$ cat src/rtl/fifo_ctrl_if.sv
// Handshake bundle between producer/consumer and the FIFO pointer controller.
// The master side issues requests; the slave side (fifo_ctrl) returns acceptance and status.
interface fifo_ctrl_if #(
   parameter int ADDR_W = 4
);
   logic              wr;
   logic              rd;
   logic              clr_err;
   logic              fifo_we;
   logic              fifo_rd;
   logic [ADDR_W:0]   wptr;
   logic [ADDR_W:0]   rptr;
   logic [ADDR_W:0]   level;
   logic              fifo_full;
   logic              fifo_empty;
   logic              almost_full;
   logic              almost_empty;
   logic              fifo_overflow;
   logic              fifo_underflow;

   modport master (
      output wr, rd, clr_err,
      input  fifo_we, fifo_rd, wptr, rptr, level, fifo_full, fifo_empty,
             almost_full, almost_empty, fifo_overflow, fifo_underflow
   );

   modport slave (
      input  wr, rd, clr_err,
      output fifo_we, fifo_rd, wptr, rptr, level, fifo_full, fifo_empty,
             almost_full, almost_empty, fifo_overflow, fifo_underflow
   );
endinterface

$ cat src/rtl/fifo_ctrl.sv
// Pointer/status controller for the audio sample FIFO array (FWFT read side).
// Pointers carry one extra wrap bit so full and empty are distinguishable.
module fifo_ctrl #(
   parameter int ADDR_W   = 4,
   parameter int AF_LEVEL = 12,
   parameter int AE_LEVEL = 4
) (
   input  logic       clk,
   input  logic       rst_n,
   fifo_ctrl_if.slave bus
);
   localparam logic [ADDR_W:0] AF_L = (ADDR_W+1)'(AF_LEVEL);
   localparam logic [ADDR_W:0] AE_L = (ADDR_W+1)'(AE_LEVEL);
   localparam logic [ADDR_W:0] ONE  = (ADDR_W+1)'(1);

   logic [ADDR_W:0] wptr_q, rptr_q, level;
   logic            full, empty, we, re;
   logic            ovf_q, unf_q;

   assign level = wptr_q - rptr_q;
   assign empty = (wptr_q == rptr_q);
   assign full  = (wptr_q[ADDR_W] != rptr_q[ADDR_W]) &&
                  (wptr_q[ADDR_W-1:0] == rptr_q[ADDR_W-1:0]);

   // Strobes are forced low while reset is held so the array is never written mid-reset.
   assign we = bus.wr & ~full  & rst_n;
   assign re = bus.rd & ~empty & rst_n;

   always_ff @(posedge clk or negedge rst_n) begin
      if (!rst_n) begin
         wptr_q <= '0;
         rptr_q <= '0;
         ovf_q  <= 1'b0;
         unf_q  <= 1'b0;
      end else begin
         if (we) wptr_q <= wptr_q + ONE;
         if (re) rptr_q <= rptr_q + ONE;
         // A new error on the same edge as clr_err keeps the flag set.
         ovf_q <= (bus.wr & full)  | (ovf_q & ~bus.clr_err);
         unf_q <= (bus.rd & empty) | (unf_q & ~bus.clr_err);
      end
   end

   assign bus.fifo_we        = we;
   assign bus.fifo_rd        = re;
   assign bus.wptr           = wptr_q;
   assign bus.rptr           = rptr_q;
   assign bus.level          = level;
   assign bus.fifo_full      = full;
   assign bus.fifo_empty     = empty;
   assign bus.almost_full    = (level >= AF_L);
   assign bus.almost_empty   = (level <= AE_L);
   assign bus.fifo_overflow  = ovf_q;
   assign bus.fifo_underflow = unf_q;
endmodule

$ cat src/flat_wrapper.sv
// flat-port wrapper written by rule: the top's interface ports become plain ports
module fifo_ctrl_flat 
#(
   parameter int ADDR_W   = 4,
   parameter int AF_LEVEL = 12,
   parameter int AE_LEVEL = 4
)
  (clk, rst_n, bus_wr, bus_rd, bus_clr_err, bus_fifo_we, bus_fifo_rd, bus_wptr, bus_rptr, bus_level, bus_fifo_full, bus_fifo_empty, bus_almost_full, bus_almost_empty, bus_fifo_overflow, bus_fifo_underflow);
  fifo_ctrl_if #(.ADDR_W(ADDR_W)) bus_i ();
  input  logic clk;
  input  logic rst_n;
  input wire logic [$bits(bus_i.wr)-1:0] bus_wr;
  input wire logic [$bits(bus_i.rd)-1:0] bus_rd;
  input wire logic [$bits(bus_i.clr_err)-1:0] bus_clr_err;
  output wire logic [$bits(bus_i.fifo_we)-1:0] bus_fifo_we;
  output wire logic [$bits(bus_i.fifo_rd)-1:0] bus_fifo_rd;
  output wire logic [$bits(bus_i.wptr)-1:0] bus_wptr;
  output wire logic [$bits(bus_i.rptr)-1:0] bus_rptr;
  output wire logic [$bits(bus_i.level)-1:0] bus_level;
  output wire logic [$bits(bus_i.fifo_full)-1:0] bus_fifo_full;
  output wire logic [$bits(bus_i.fifo_empty)-1:0] bus_fifo_empty;
  output wire logic [$bits(bus_i.almost_full)-1:0] bus_almost_full;
  output wire logic [$bits(bus_i.almost_empty)-1:0] bus_almost_empty;
  output wire logic [$bits(bus_i.fifo_overflow)-1:0] bus_fifo_overflow;
  output wire logic [$bits(bus_i.fifo_underflow)-1:0] bus_fifo_underflow;
  assign bus_i.wr = bus_wr;
  assign bus_i.rd = bus_rd;
  assign bus_i.clr_err = bus_clr_err;
  assign bus_fifo_we = bus_i.fifo_we;
  assign bus_fifo_rd = bus_i.fifo_rd;
  assign bus_wptr = bus_i.wptr;
  assign bus_rptr = bus_i.rptr;
  assign bus_level = bus_i.level;
  assign bus_fifo_full = bus_i.fifo_full;
  assign bus_fifo_empty = bus_i.fifo_empty;
  assign bus_almost_full = bus_i.almost_full;
  assign bus_almost_empty = bus_i.almost_empty;
  assign bus_fifo_overflow = bus_i.fifo_overflow;
  assign bus_fifo_underflow = bus_i.fifo_underflow;
  fifo_ctrl #(.ADDR_W(ADDR_W), .AF_LEVEL(AF_LEVEL), .AE_LEVEL(AE_LEVEL)) u_core (.clk(clk), .rst_n(rst_n), .bus(bus_i));
endmodule
$ cat config.mk
export PLATFORM = sky130hd
export DESIGN_NAME = fifo_ctrl_flat
export DESIGN_NICKNAME = d
export VERILOG_FILES = /design/src/rtl/fifo_ctrl_if.sv /design/src/rtl/fifo_ctrl.sv /design/src/flat_wrapper.sv
export SDC_FILE = /design/constraint.sdc
export NUM_CORES = 1
export LEC_CHECK = 0
export ABC_AREA = 1
export CAP_MARGIN = 0
export CORE_UTILIZATION = 48
export CTS_BUF_LIST = sky130_fd_sc_hd__clkbuf_4 sky130_fd_sc_hd__clkbuf_8
export CTS_CLUSTER_DIAMETER = 40
export DETAILED_ROUTE_END_ITERATION = 8
export GPL_TIMING_DRIVEN = 0
export HOLD_SLACK_MARGIN = 0.06
export PLACE_DENSITY = 0.82
export SYNTH_ARGS = -nofsm -noshare
export SYNTH_HDL_FRONTEND = slang
export SYNTH_SLANG_ARGS = --single-unit
$ cat constraint.sdc
create_clock -name clk -period 2.1 [get_ports clk]
set_input_delay 0.525 -clock clk [delete_from_list [all_inputs] [get_ports clk]]
set_output_delay 0.525 -clock clk [all_outputs]
set_load 0.01 [all_outputs]
# Word level (Yosys, flattened, before mapping)
# Index checks and enable logic that the tools add are counted.
[word_totals]
inputBits = 5
register_bits = 12
elab_cells = 26
out_inout_bits = 23
[classes]
addsub = 3
eq_ne = 3
reduce_logical = 1
order_cmp = 2
bitwise = 13
[ops]
columns = ["op", "n"]
rows = [
  ["adder 5 x 1 -> 5 bit, second input constant", 2],
  ["AND 1 bit", 8],
  ["== test 5 bit", 1],
  [">= comparator 5 x 4 -> 1 bit, second input constant", 1],
  ["<= comparator 5 x 3 -> 1 bit, second input constant", 1],
  ["subtractor 5 bit", 1],
  ["== test 4 bit", 1],
  ["NOT 1 bit", 3],
  ["bitwise OR 1 bit", 2],
  ["logical AND 1 bit", 1],
  ["inequality test 1 bit", 1],
]

# Longest topological paths before layout
[depth]
ltp_word = 5
depth_mapped = 9
mapped_depth_nobuf = 9

# Worst setup path after synthesis
# Ideal clock, no wire load.
[synth_path]
kind = "reg-to-output"
from = "register u_core.rptr_q[0], in the netlist u_core.bus.rptr[0]"
to = "output bus_almost_empty"
arrival_ps = 1657
n_path_buf = 0
required_ps = 1575
path_stages_with_launch = 7
setup_slack_ps = -82
cell_sequence = "dfrtp_1 > ha_1 > fa_1 > nand3b_1 > nand3_1 > nand2_1 > nor2_1"
[synth_between]
elab_chain_cells = 2
[synth_lines]
columns = ["item", "line_no", "source"]
rows = [
  ["start: declaration", "fifo_ctrl.sv:16", "logic [ADDR_W:0] wptr_q, rptr_q, level;"],
  ["start signal: assignment", "fifo_ctrl.sv:37", "if (re) rptr_q <= rptr_q + ONE;"],
  ["subtractor 5 bit", "fifo_ctrl.sv:20", "assign level = wptr_q - rptr_q;"],
  ["net bus_level[4]", "flat_wrapper.sv:19", "output wire logic [$bits(bus_i.level)-1:0] bus_level;"],
  ["<= comparator 5 x 3 -> 1 bit", "fifo_ctrl.sv:52", "assign bus.almost_empty = (level <= AE_L);"],
  ["end: declaration", "flat_wrapper.sv:23", "output wire logic [$bits(bus_i.almost_empty)-1:0] bus_almost_empty;"],
]
# The timed path passes the listed nets, and every way through them passes these cells.

# Worst setup path after layout
[layout_path]
from = "register u_core.wptr_q[0], in the netlist u_core.bus.wptr[0]"
to = "output bus_almost_empty"
[layout_between]
elab_chain_cells = 2
[layout_lines]
columns = ["item", "line_no", "source"]
rows = [
  ["start: declaration", "fifo_ctrl.sv:16", ""],
  ["start signal: assignment", "fifo_ctrl.sv:36", "if (we) wptr_q <= wptr_q + ONE;"],
  ["subtractor 5 bit", "fifo_ctrl.sv:20", ""],
  ["<= comparator 5 x 3 -> 1 bit", "fifo_ctrl.sv:52", ""],
]
# Every way passes these cells.

==> flow_metrics.py <==
metrics = {
    "placed_design": {
        "post-place-ws_ns": -0.996,
        "dp_cells": 175,
        "port_buffers": 26,
        "place_congestion": 0.801,
        "dp_hpwl_mm": 1.59,
    },
    "global_routing": {
        "track_usage_pct": 31.2,
        "grt_antenna_before_repair": 0,
        "grt_overflow_total": 0,
        "grt_pass1_vias": 957,
        "grt_first_pass_wirelength_mm": 4.53,
        "grt_start_max_net_pins": 20,
    },
    "cells_and_area": {
        "finalNetCount": 188,
        "diodes": 0,
        "syn2layout_area_growth_pct": 65.4,
        "drive_above_1_share_pct": 41.7,
        "instances_no_fill": 200,
    },
    "synthesis": {
        "netlist_area_um2": 908,
        "ys_top_cells_by_area": "dfrtp_1 33%, nand2_1 17%, nand3_1 8.8%",
        "yosysSeqAreaShare_pct": 33.1,
        "yosysTopAreaCell": "dfrtp_1",
        "synth_edf_count": 0,
        "yosys_warnings": 0,
        "syn_nets": 136,
        "synth_flop_cell": "dfrtp_1",
        "ys_ff_latch": 12,
        "netlist.area_leader.share_pct": 33.1,
        "synth_cells": 124,
        "synth.distinct_cells": 20,
        "yosysMostFrequentCell": "nand2_1",
        "syn_area_per_cell_um2": 7.33,
        "synthTopCellsByCount": "41 x nand2_1, 21 x inv_1, 16 x nand3_1, 12 x dfrtp_1, 7 x nand4_1",
        "async_flop_share_pct": 100,
    },
    "route": {
        "detail-route-antenna-nets": 0,
        "dr.pass1.iters": 4,
        "vias": 1150,
        "drc": 0,
        "routed_wl_mm": 3.56,
        "wire_per_inst_um": 17.8,
        "drt_iter0_drc": 82,
        "vias_per_cell": 5.75,
    },
    "die": {
        "die_x_um": 45.5,
        "fp-row-count": 15,
        "die_area_mm2": 0.00207,
        "io_pins": 28,
        "initial_utilization_pct": 52.0,
        "die_height_um": 45.5,
        "core_area_mm2": 0.00175,
    },
    "clock_network": {
        "clock_sinks": 12,
        "path_clk_slew_ns": 0.08,
        "cts_root_buf": "clkbuf_4",
        "numCtsBuffers": 3,
        "cts_hold_buf": 0,
        "clk-insertion-delay-late_ns": 0.28,
        "cts-htree-levels": 1,
        "cts_tree": "done",
        "clockBufferDepth": 2,
    },
    "outcome": {
        "violations": "negative setup slack",
        "status": "finished, violations left",
    },
    "timing": {
        "fin_crit_ns": 2.46,
        "hold_violations": 0,
        "finalSetupTns_ns": -1.42,
        "finClkSkew_ns": 0.000499,
        "fin_crit_sh_pct": 117,
        "setup_slack_ns": -0.362,
        "worst-slew-pin-transition_ns": 0.466,
        "finalSetupViolCount": 8,
        "fmax_mhz": 406,
        "slew_headroom_pct": 68.9,
        "rsz0062_at_grt": "yes",
        "slew_violations": 0,
    },
    "pwr": {
        "peakVddDrop_mv": 1.32,
        "power.density_mw_per_mm2": 2180,
        "fin_total_pwr_mw": 3.28,
        "p_leak_nw": 0.790,
    },
    "worst_setup_path": {
        "crit_chain": "inv_2 > ha_4 > fa_2 > nand3b_1 > nand3_1 > nand2_2 > nor2_2 > buf_2",
        "path_max_fanout": 3,
        "worstPathArrival_ns": 1.94,
        "crit_required_ns": 1.57,
        "end_kind": "primary output",
        "slowest_stage": "dfrtp_1",
        "slowest_delay_ns": 0.37,
        "critPathKind": "reg -> out",
        "cp-start-kind": "flip-flop",
    },
    "hold_path": {
        "min_path_type": "in -> async",
    },
    "run": {
        "drv_cap": 0,
    },
}
kinds of logic (layout without fill, tap and decap cells):
family	Yosys count	in the layout	synth area share, %
buffers and inverters	24	75	9.92
AO/OA/AOI/OAI	4	4	2.62
flip-flops	12	12	33.1
adder cells (fa/ha/maj)	7	7	10.5
AND/OR/NAND/NOR	73	73	40.1
XOR/XNOR	4	4	3.86
routing by layer:
layer	GRT usage (%)	wire length (um)	share of wire [%]	vias up
met5	0	0	0	-
met4	18.8	268	7.5	0
met3	3.97	247	6.9	31
met2	52.9	1740	49	86
met1	37.0	1310	37	536
li1	-	-	-	497
registers in the layout (all words and copies together), names as in the netlist:
register and flops:
u_core.bus.rptr 5, u_core.bus.fifo_underflow 1, u_core.bus.wptr 5, u_core.bus.fifo_overflow 1
through the flow:
| step | instance area, um2 | hold WS, ns | util [%] |
|---|---|---|---|
| floorplan | 930 | 0.229 | - |
| global placement | 1220 | 0.501 | 70.0 |
| detailed placement | 1220 | 0.527 | 70.0 |
| CTS | 1450 | 0.283 | 83.0 |
| global route | 1500 | 0.303 | 86.1 |
| finish | 1500 | 0.278 | 86.1 |
critical path: cells and delay by family, from the launching register on:
family        cells  cell delay (ns)
buf+inv           2             0.20
fa+ha+maj         2             0.52
flops             1             0.37
simple gates      4             0.56
final timing paths:
| kind | from | end | slack, ns | depth (start not counted) |
|---|---|---|---|---|
| max | u_core.bus.wptr[0]$_DFFE_PN0P_ | bus_almost_empty | -0.36 | 8 |
| min reg2reg | u_core.bus.fifo_overflow$_DFF_PN0_ | u_core.bus.fifo_overflow$_DFF_PN0_ | 0.54 | 2 |
| min in group clk | u_core.bus.fifo_overflow$_DFF_PN0_ | u_core.bus.fifo_overflow$_DFF_PN0_ | 0.54 | 2 |
| max in group asynchronous | rst_n | u_core.bus.wptr[3]$_DFFE_PN0P_ | 1.47 | 1 |
| min | rst_n | u_core.bus.fifo_underflow$_DFF_PN0_ | 0.28 | 1 |
| max reg2reg | u_core.bus.wptr[2]$_DFFE_PN0P_ | u_core.bus.rptr[2]$_DFFE_PN0P_ | 0.40 | 10 |
layout make-up:
type / count / area [um2]
Clock buffer: 4 / 36.3
Inverter: 23 / 86.3
Buffer: 1 / 3.75
Tap cell: 25 / 31.3
Sequential cell: 12 / 308
Fill cell: 81 / 243
Multi-Input combinational cell: 88 / 628
Timing Repair Buffer: 47 / 409
placed cells by master, fill, tap and decap left out, types with 2 or more instances in the layout:
cell	count
nand3_1	14
nand4_1	7
inv_1	15
xor2_1	3
clkbuf_4	3
buf_6	6
dfrtp_1	6
clkdlybuf4s50_1	14
buf_2	5
nand2_1	36
nand2_2	6
ha_4	4
nand2_4	3
nand3_2	2
ha_1	2
dfrtp_2	6
buf_4	19
inv_2	8
power breakdown:
group          total (mW)  internal (mW)  leakage [nW]  switching, mW
sequential          0.433          0.330         0.149          0.103
clock               0.192          0.106        0.0210         0.0868
combinational        2.65           1.25         0.620           1.40
repair_timing:
item,CTS,global route
cloned,0,0
pin swaps,14,3
gates resized for setup,67,9
buffers inserted,17,5
endpoints found under the setup margin,11,11
Power figures use the tool's default switching activity.
